### config.mk
export PLATFORM = sky130hd
export DESIGN_NAME = core_mem_arbiter
export DESIGN_NICKNAME = d
export VERILOG_FILES = /design/src/rtl/core_arb_pkg.sv /design/src/rtl/arb_owner_fifo.sv /design/src/rtl/core_mem_arbiter.sv
export SDC_FILE = /design/constraint.sdc
export NUM_CORES = 1
export LEC_CHECK = 0
export CAP_MARGIN = 20
export CELL_PAD_IN_SITES_DETAIL_PLACEMENT = 0
export CELL_PAD_IN_SITES_GLOBAL_PLACEMENT = 2
export CORE_AREA = 2 2 140 142
export CTS_CLUSTER_SIZE = 20
export DETAILED_ROUTE_END_ITERATION = 16
export DIE_AREA = 0 0 142 144
export HOLD_SLACK_MARGIN = 0.12
export PLACE_DENSITY_LB_ADDON = 0.08
export SLEW_MARGIN = 40
export SYNTH_ARGS = -nofsm -noshare
export SYNTH_HDL_FRONTEND = slang
export SYNTH_SLANG_ARGS = --single-unit
### constraint.sdc
create_clock -name clk -period 2.31 [get_ports clk]
set_input_delay 0.462 -clock clk [delete_from_list [all_inputs] [get_ports clk]]
set_output_delay 0.462 -clock clk [all_outputs]
set_load 0.005 [all_outputs]
### src/rtl/core_arb_pkg.sv
// Shared types for the core memory-port arbiter.
package core_arb_pkg;

    // Requester that owns a granted transaction.
    typedef enum logic {
        OWNER_INSTR = 1'b0,
        OWNER_LSU   = 1'b1
    } owner_e;

    // Lock state: a request presented to the bridge but not yet accepted.
    typedef enum logic [1:0] {
        LockNone  = 2'd0,
        LockInstr = 2'd1,
        LockLsu   = 2'd2
    } lock_e;

    localparam int unsigned ARB_RR    = 0;
    localparam int unsigned ARB_FIXED = 1;

endpackage

### src/rtl/arb_owner_fifo.sv
// Records the owner of every granted-but-unanswered transaction, in issue order.
module arb_owner_fifo
    import core_arb_pkg::*;
#(
    parameter int unsigned DEPTH = 2
) (
    input  logic   clk,
    input  logic   rst,
    input  logic   push,
    input  owner_e push_owner,
    input  logic   pop,
    output logic   full,
    output logic   empty,
    output owner_e head
);

    localparam int unsigned PtrW = (DEPTH > 1) ? $clog2(DEPTH) : 1;
    localparam int unsigned CntW = $clog2(DEPTH + 1);

    owner_e          mem_q [DEPTH];
    logic [PtrW-1:0] wr_ptr_q;
    logic [PtrW-1:0] rd_ptr_q;
    logic [CntW-1:0] count_q;

    // Pointers wrap at DEPTH, which need not be a power of two.
    function automatic logic [PtrW-1:0] ptr_inc(input logic [PtrW-1:0] p);
        return (p == PtrW'(DEPTH - 1)) ? '0 : p + 1'b1;
    endfunction

    assign full  = (count_q == CntW'(DEPTH));
    assign empty = (count_q == '0);
    assign head  = mem_q[rd_ptr_q];

    // Storage, pointers and occupancy; push+pop together leaves count unchanged.
    always_ff @(posedge clk or posedge rst) begin
        if (rst) begin
            wr_ptr_q <= '0;
            rd_ptr_q <= '0;
            count_q  <= '0;
            for (int i = 0; i < int'(DEPTH); i++) begin
                mem_q[i] <= OWNER_INSTR;
            end
        end else begin
            if (push) begin
                mem_q[wr_ptr_q] <= push_owner;
                wr_ptr_q        <= ptr_inc(wr_ptr_q);
            end
            if (pop) begin
                rd_ptr_q <= ptr_inc(rd_ptr_q);
            end
            if (push && !pop) begin
                count_q <= count_q + 1'b1;
            end else if (pop && !push) begin
                count_q <= count_q - 1'b1;
            end
        end
    end

endmodule

### src/rtl/core_mem_arbiter.sv
// Shares one req/gnt/rvalid memory port between instruction fetch and the LSU,
// routing in-order responses back to whichever side issued each transaction.
module core_mem_arbiter
    import core_arb_pkg::*;
#(
    parameter int unsigned ADDR_WIDTH      = 32,
    parameter int unsigned DATA_WIDTH      = 32,
    parameter int unsigned MAX_OUTSTANDING = 2,
    parameter int unsigned ARB_MODE        = 0
) (
    input  logic                    clk,
    input  logic                    rst,

    input  logic                    instr_req_i,
    input  logic [ADDR_WIDTH-1:0]   instr_addr_i,
    output logic                    instr_gnt_o,
    output logic                    instr_rvalid_o,
    output logic [DATA_WIDTH-1:0]   instr_rdata_o,

    input  logic                    lsu_req_i,
    input  logic                    lsu_we_i,
    input  logic [DATA_WIDTH/8-1:0] lsu_be_i,
    input  logic [ADDR_WIDTH-1:0]   lsu_addr_i,
    input  logic [DATA_WIDTH-1:0]   lsu_wdata_i,
    output logic                    lsu_gnt_o,
    output logic                    lsu_rvalid_o,
    output logic [DATA_WIDTH-1:0]   lsu_rdata_o,

    output logic                    mem_req_o,
    output logic                    mem_we_o,
    output logic [DATA_WIDTH/8-1:0] mem_be_o,
    output logic [ADDR_WIDTH-1:0]   mem_addr_o,
    output logic [DATA_WIDTH-1:0]   mem_wdata_o,
    input  logic                    mem_gnt_i,
    input  logic                    mem_rvalid_i,
    input  logic [DATA_WIDTH-1:0]   mem_rdata_i,

    output logic                    busy_o,
    output logic                    proto_err_o
);

    logic   any_req;
    logic   issue;
    logic   accept;
    logic   resp;
    logic   fifo_full;
    logic   fifo_empty;
    owner_e head;
    owner_e sel;
    owner_e rr_last_q;
    lock_e  lock_q;
    lock_e  lock_d;
    logic   proto_err_q;

    assign any_req = instr_req_i | lsu_req_i;
    // A full owner FIFO blocks issue even if a response frees a slot this cycle.
    assign issue   = any_req & ~fifo_full;
    assign accept  = issue & mem_gnt_i;
    assign resp    = mem_rvalid_i & ~fifo_empty;

    // Lock state register.
    always_ff @(posedge clk or posedge rst) begin
        if (rst) begin
            lock_q <= LockNone;
        end else begin
            lock_q <= lock_d;
        end
    end

    // Lock next state: an unaccepted request pins the owner until the bridge takes it.
    always_comb begin
        lock_d = lock_q;
        if (accept) begin
            lock_d = LockNone;
        end else if (issue) begin
            lock_d = (sel == OWNER_LSU) ? LockLsu : LockInstr;
        end
    end

    // Owner selection: locked owner first, else fixed priority or round-robin.
    always_comb begin
        sel = OWNER_INSTR;
        case (lock_q)
            LockInstr: sel = OWNER_INSTR;
            LockLsu:   sel = OWNER_LSU;
            default: begin
                if (ARB_MODE == ARB_FIXED) begin
                    sel = lsu_req_i ? OWNER_LSU : OWNER_INSTR;
                end else if (instr_req_i && lsu_req_i) begin
                    sel = (rr_last_q == OWNER_LSU) ? OWNER_INSTR : OWNER_LSU;
                end else begin
                    sel = lsu_req_i ? OWNER_LSU : OWNER_INSTR;
                end
            end
        endcase
    end

    // Round-robin history moves only when a grant actually happens.
    always_ff @(posedge clk or posedge rst) begin
        if (rst) begin
            rr_last_q <= OWNER_LSU;
        end else if (accept) begin
            rr_last_q <= sel;
        end
    end

    // Request field mux; fetches are full-word reads. Fields idle at zero.
    always_comb begin
        mem_we_o    = 1'b0;
        mem_be_o    = '0;
        mem_addr_o  = '0;
        mem_wdata_o = '0;
        if (issue) begin
            if (sel == OWNER_LSU) begin
                mem_we_o    = lsu_we_i;
                mem_be_o    = lsu_be_i;
                mem_addr_o  = lsu_addr_i;
                mem_wdata_o = lsu_wdata_i;
            end else begin
                mem_be_o    = '1;
                mem_addr_o  = instr_addr_i;
            end
        end
    end

    assign mem_req_o   = issue;
    assign instr_gnt_o = accept & (sel == OWNER_INSTR);
    assign lsu_gnt_o   = accept & (sel == OWNER_LSU);

    // Responses go to the head owner; read data fans out to both sides ungated.
    assign instr_rvalid_o = resp & (head == OWNER_INSTR);
    assign lsu_rvalid_o   = resp & (head == OWNER_LSU);
    assign instr_rdata_o  = mem_rdata_i;
    assign lsu_rdata_o    = mem_rdata_i;

    assign busy_o      = ~fifo_empty | any_req;
    assign proto_err_o = proto_err_q;

    // Sticky flag for a response arriving with nothing outstanding.
    always_ff @(posedge clk or posedge rst) begin
        if (rst) begin
            proto_err_q <= 1'b0;
        end else if (mem_rvalid_i && fifo_empty) begin
            proto_err_q <= 1'b1;
        end
    end

    arb_owner_fifo #(
        .DEPTH (MAX_OUTSTANDING)
    ) u_owner_fifo (
        .clk        (clk),
        .rst        (rst),
        .push       (accept),
        .push_owner (sel),
        .pop        (resp),
        .full       (fifo_full),
        .empty      (fifo_empty),
        .head       (head)
    );

endmodule

Word level (Yosys, flattened, before mapping) --
Index checks and enable logic that the tools add are counted.
Operators by class: $add $sub $neg 4, magnitude comparators 3, equal/unequal tests 3, mux-type cells 25, bitwise gates (word level) 15, reductions and logical operators 10
Operator list (number):
- $mux 32 | 4
- $mux 1 | 11
- $mux 2 | 5
- $mux 4 | 2
- $and 1x1->1 | 7
- $logic_and 1x1->1 | 5
- $eq 2x2->1 const B | 2
- $ge 2x2->1 const B | 2
- $not 1->1 | 4
- $not 1->2 | 2
- $reduce_bool 2->1 | 2
- $add 1x1->1 const B | 2
- $add 2x1->2 const B | 1
- $bwmux 2 | 1
- $eq 2x1->1 const B | 1
- $logic_not 1->1 | 2
- $logic_not 2->1 | 1
- $lt 2x1->1 const B | 1
- $or 1x1->1 | 2
- $pmux 1 s2 | 1
- $sub 2x1->2 const B | 1
- $demux 1 s1 | 1
Word-level totals: flip-flop bits (word level) 10, input bits 139, output and inout bits 140, logic and storage cells 68

Longest topological paths before layout --
depth after elaboration 8, gate-level depth with buffers 8, mapped depth without buffers 7

Cells and area by module --
From an unflattened synthesis, not the netlist that was laid out.
Unflattened totals: cells, all modules 265, area total of the unflattened synthesis 1931.9 um^2
By module, submodules not included:
- core_mem_arbiter | instances 1, cells each 243, area each 1657.8 um^2
- arb_owner_fifo | instances 1, cells each 22, area each 274.0 um^2

Worst setup path after synthesis --
No wires, ideal clock.
path kind reg2out, start register lock_q[0], end output port mem_addr_o[10], arrival 1.474 ns, slack 0.374 ns, cell stages (with the launch flop) 7, cell sequence dfrtp_1 inv_1 ha_1 a31oi_1 buf_4 buf_6 mux2i_1
On the way: cells in the longest elaborated chain, start to end 4, elaborated cells between the ends (all ways) 5, classes of those cells eq/ne: 2; mux: 3
Ends and longest elaborated chain:
- start, declared | line core_mem_arbiter.sv:51 | lock_e lock_q;
- start signal, assigned | line core_mem_arbiter.sv:64 | lock_q <= LockNone;
- start signal, assigned | line core_mem_arbiter.sv:66 | lock_q <= lock_d;
- $eq 2x2->1 / $eq 2x1->1 (equally long branches) | line core_mem_arbiter.sv:83 | case (lock_q)
- $pmux 1 s2 * | line core_mem_arbiter.sv:83
- $mux 32 * | line core_mem_arbiter.sv:114 | if (sel == OWNER_LSU) begin
- $mux 32 * | line core_mem_arbiter.sv:113 | if (issue) begin
- end, declared | line core_mem_arbiter.sv:32 | output logic [ADDR_WIDTH-1:0] mem_addr_o,
Mark *: on every way between the ends. The rest lies on a longest branch, timed or not.

Final worst setup path --
start register lock_q[0], end output port mem_addr_o[4]
Same word-level chain as after synthesis.

==> impl_metrics.ini <==
[timing]
tightest_slew_ps = 437
fmax_mhz = 430
hold_violations = 0
fin_hold_ws_ps = 462
post-route-period-util_pct = 101
tns_ps = -46.5
finalCriticalPeriod_ps = 2330
slew_violations = 0
rsz0062_at_grt = true
slew-limit-headroom_pct = 70.9
fin_ws_ps = -15.1
skew_ps = 4.51
setup_viol = 4

[global_route]
grt_max_degree = 43
antenna_found_initial = 0
grt_pass1_vias = 2415
grt_overflow = 0
track_usage_pct = 9.16
grt_pass1_wl_mm = 14.4

[clock_tree]
clk_latency_ps = 240
cts_buffer_depth = 2
cts_buffers = 3
ctsRootBufferMaster = clkbuf_16
cts_sinks = 10
h-tree-depth = 1
cts_tree = built
path_clk_slew_ps = 40

[critical_path]
worstPathArrival_ps = 1860
cp-start-kind = register
end_kind = output pin
crit_required_ps = 1850
critical_path.max_fanout = 5
worst-setup-path-type = reg2out

[route]
antenna_left = 0
vias = 2283
drc = 0
drt_iter0_markers = 69
routed_wl_mm = 9.76
viasPerCell = 3.55
drt_pass1_iterations = 4
wire_per_inst_um = 15.2

[final_layout]
areaGrowthSynthToFinish_pct = 89.2
fillers = 2135
final_cell_mix = clkdlybuf4s50_1 (109), nand3_1 (64), buf_2 (42), and3_1 (33), mux2i_1 (31)
fin_nets = 547
seq_area_um2 = 251
final_common_cell = clkdlybuf4s50_1
final_layout_size_suffix_gt1_share_pct = 27.9
fin_area_um2 = 3900
antenna_cells = 0
multi_input_area_um2 = 1190

[pwr]
power_leakage_uw = 0.00195
irDropWorstVdd_uv = 273
power_density_nw_per_um2 = 1070

[placement]
io_buffers = 182
globalplace.congestion = 0.687
post_dp_cell_area_um2 = 3750
dp_hpwl_mm = 7.18

[hold_path]
hp-class = reg2reg

[floorplan]
ioPinCount = 279
core_area_um2 = 19100
dieWidth_um = 142
num_rows = 51
die_area_um2 = 20400
die_y_um = 144
initial_core_util_pct = 10.8

[logic_synthesis]
yosysWarnings = 0
synth_top_cell_by_area = buf_4
synth_cell_types = 31
synth_nets = 411
synth.ff_latch_count = 10
ys_seq_area_share_pct = 12.2
synth_area_leaders = buf_4 (25%), mux2i_1 (16%), nand3_1 (16%)
post_synth.cell_area_avg_um2 = 7.63
syn-cell-area_um2 = 2060
synth.top_cell.area_share_pct = 24.8
postSynthCellCount = 270

[run_status]
status = complete, but fails checks
violations = negative setup slack

[job]
cap_violations = 0
## worst paths after layout
kind / end / slack [ps] / cells past startpoint / from
worst max register to register: lock_q[0]$_DFFE_PP0P_ / 430 / 9 / lock_q[1]$_DFFE_PP0P_
worst max-delay path: mem_addr_o[4] / -20 / 8 / lock_q[0]$_DFFE_PP0P_
worst min-delay path: proto_err_o$_DFFE_PP0P_ / 460 / 1 / proto_err_o$_DFFE_PP0P_
max in group asynchronous: rr_last_q$_DFFE_PP1P_ / 1450 / 2 / rst
worst min register to register: proto_err_o$_DFFE_PP0P_ / 460 / 1 / proto_err_o$_DFFE_PP0P_
min in group asynchronous: u_owner_fifo.wr_ptr_q$_DFFE_PP0P_ / 530 / 2 / rst
## state kept, by name (all words and copies together) (netlist names)
signal                 count
lock_q                     2
u_owner_fifo.count_q       2
u_owner_fifo.mem_q         2
proto_err_o                1
rr_last_q                  1
u_owner_fifo.rd_ptr_q      1
u_owner_fifo.wr_ptr_q      1
## where the power goes
group | leakage (µW) | internal [µW] | switching, µW | total, µW
combinational | 0.00179 | 1980 | 1540 | 3520
sequential | 0.000116 | 262 | 54.4 | 317
clock | 0.0000442 | 261 | 85.3 | 346
## synthesized netlist by cell type
library cell  number
a21o_1             1
a22o_1             2
a31o_2             1
a31oi_1            3
and3_1            33
and3b_1            1
buf_2              9
buf_4             68
buf_6              8
clkbuf_1           5
dfrtp_1            9
dfstp_2            1
ha_1               2
inv_1              2
inv_2              2
mux2_1             2
mux2i_1           33
nand2_1            1
nand2_4            1
nand2b_1           1
nand2b_2           1
nand3_1           64
nand3_2            1
nand4_1            1
nor2_1             5
nor2b_1            2
o21a_1             4
o21ai_1            1
or2_1              1
xnor2_1            3
xor2_1             2
## layout make-up
class | count | share of cell area [%]
inverter | 4 | 0.706
clock buffer | 4 | 2.28
timing repair buffer | 221 | 52.4
tap | 238 | 7.64
multi-input combinational | 166 | 30.5
sequential | 10 | 6.45
## worst max-delay path: stages (launching register included)
cell and delay, ps:
dfrtp_1 380, inv_2 80, ha_4 210, a31oi_4 230
buf_6 170, buf_16 130, buf_8 110, mux2i_1 170
buf_2 130
## per-layer routing
metal / track usage, % / vias up / wire length [µm]
met3: 1.72 / 9 / 575
met2: 18.1 / 74 / 5420
met1: 10.2 / 1053 / 3690
met5: 0 / - / 0
li1: - / 1147 / -
met4: 1.89 / 0 / 74
## through the flow
stage                     total power, µW  instances  setup slack (ps)  utilization (%)
after floorplan                      1930        270               374                -
after global placement               3550        621              -555             19.7
after detailed placement             3510        621              -554             19.7
after CTS                            4430        644             -57.8             21.0
after global routing                 4570        643              -124             20.4
final                                4180        643             -15.1             20.4
## cells by family (layout without fill, tap and decap cells)
logic type      count (synthesis)  count (layout)  share of synthesized area [%]
compound gates                 12              12                           4.25
xor+xnor                        5               5                           2.13
fa+ha+maj                       2               2                           1.21
buf+inv                        94             229                           33.0
flops                          10              10                           12.2
mux                            35              35                           17.1
simple gates                  112             112                           30.1
## what timing repair did
item,in CTS,in global routing
gates cloned,5,0
endpoints found under the setup margin,73,43
pin swaps,3,1
hold buffers,0,0
hold endpoints to repair,0,0
gates resized for setup,228,35
buffers inserted,15,3
Note: power is estimated with default switching activity, not from simulation.
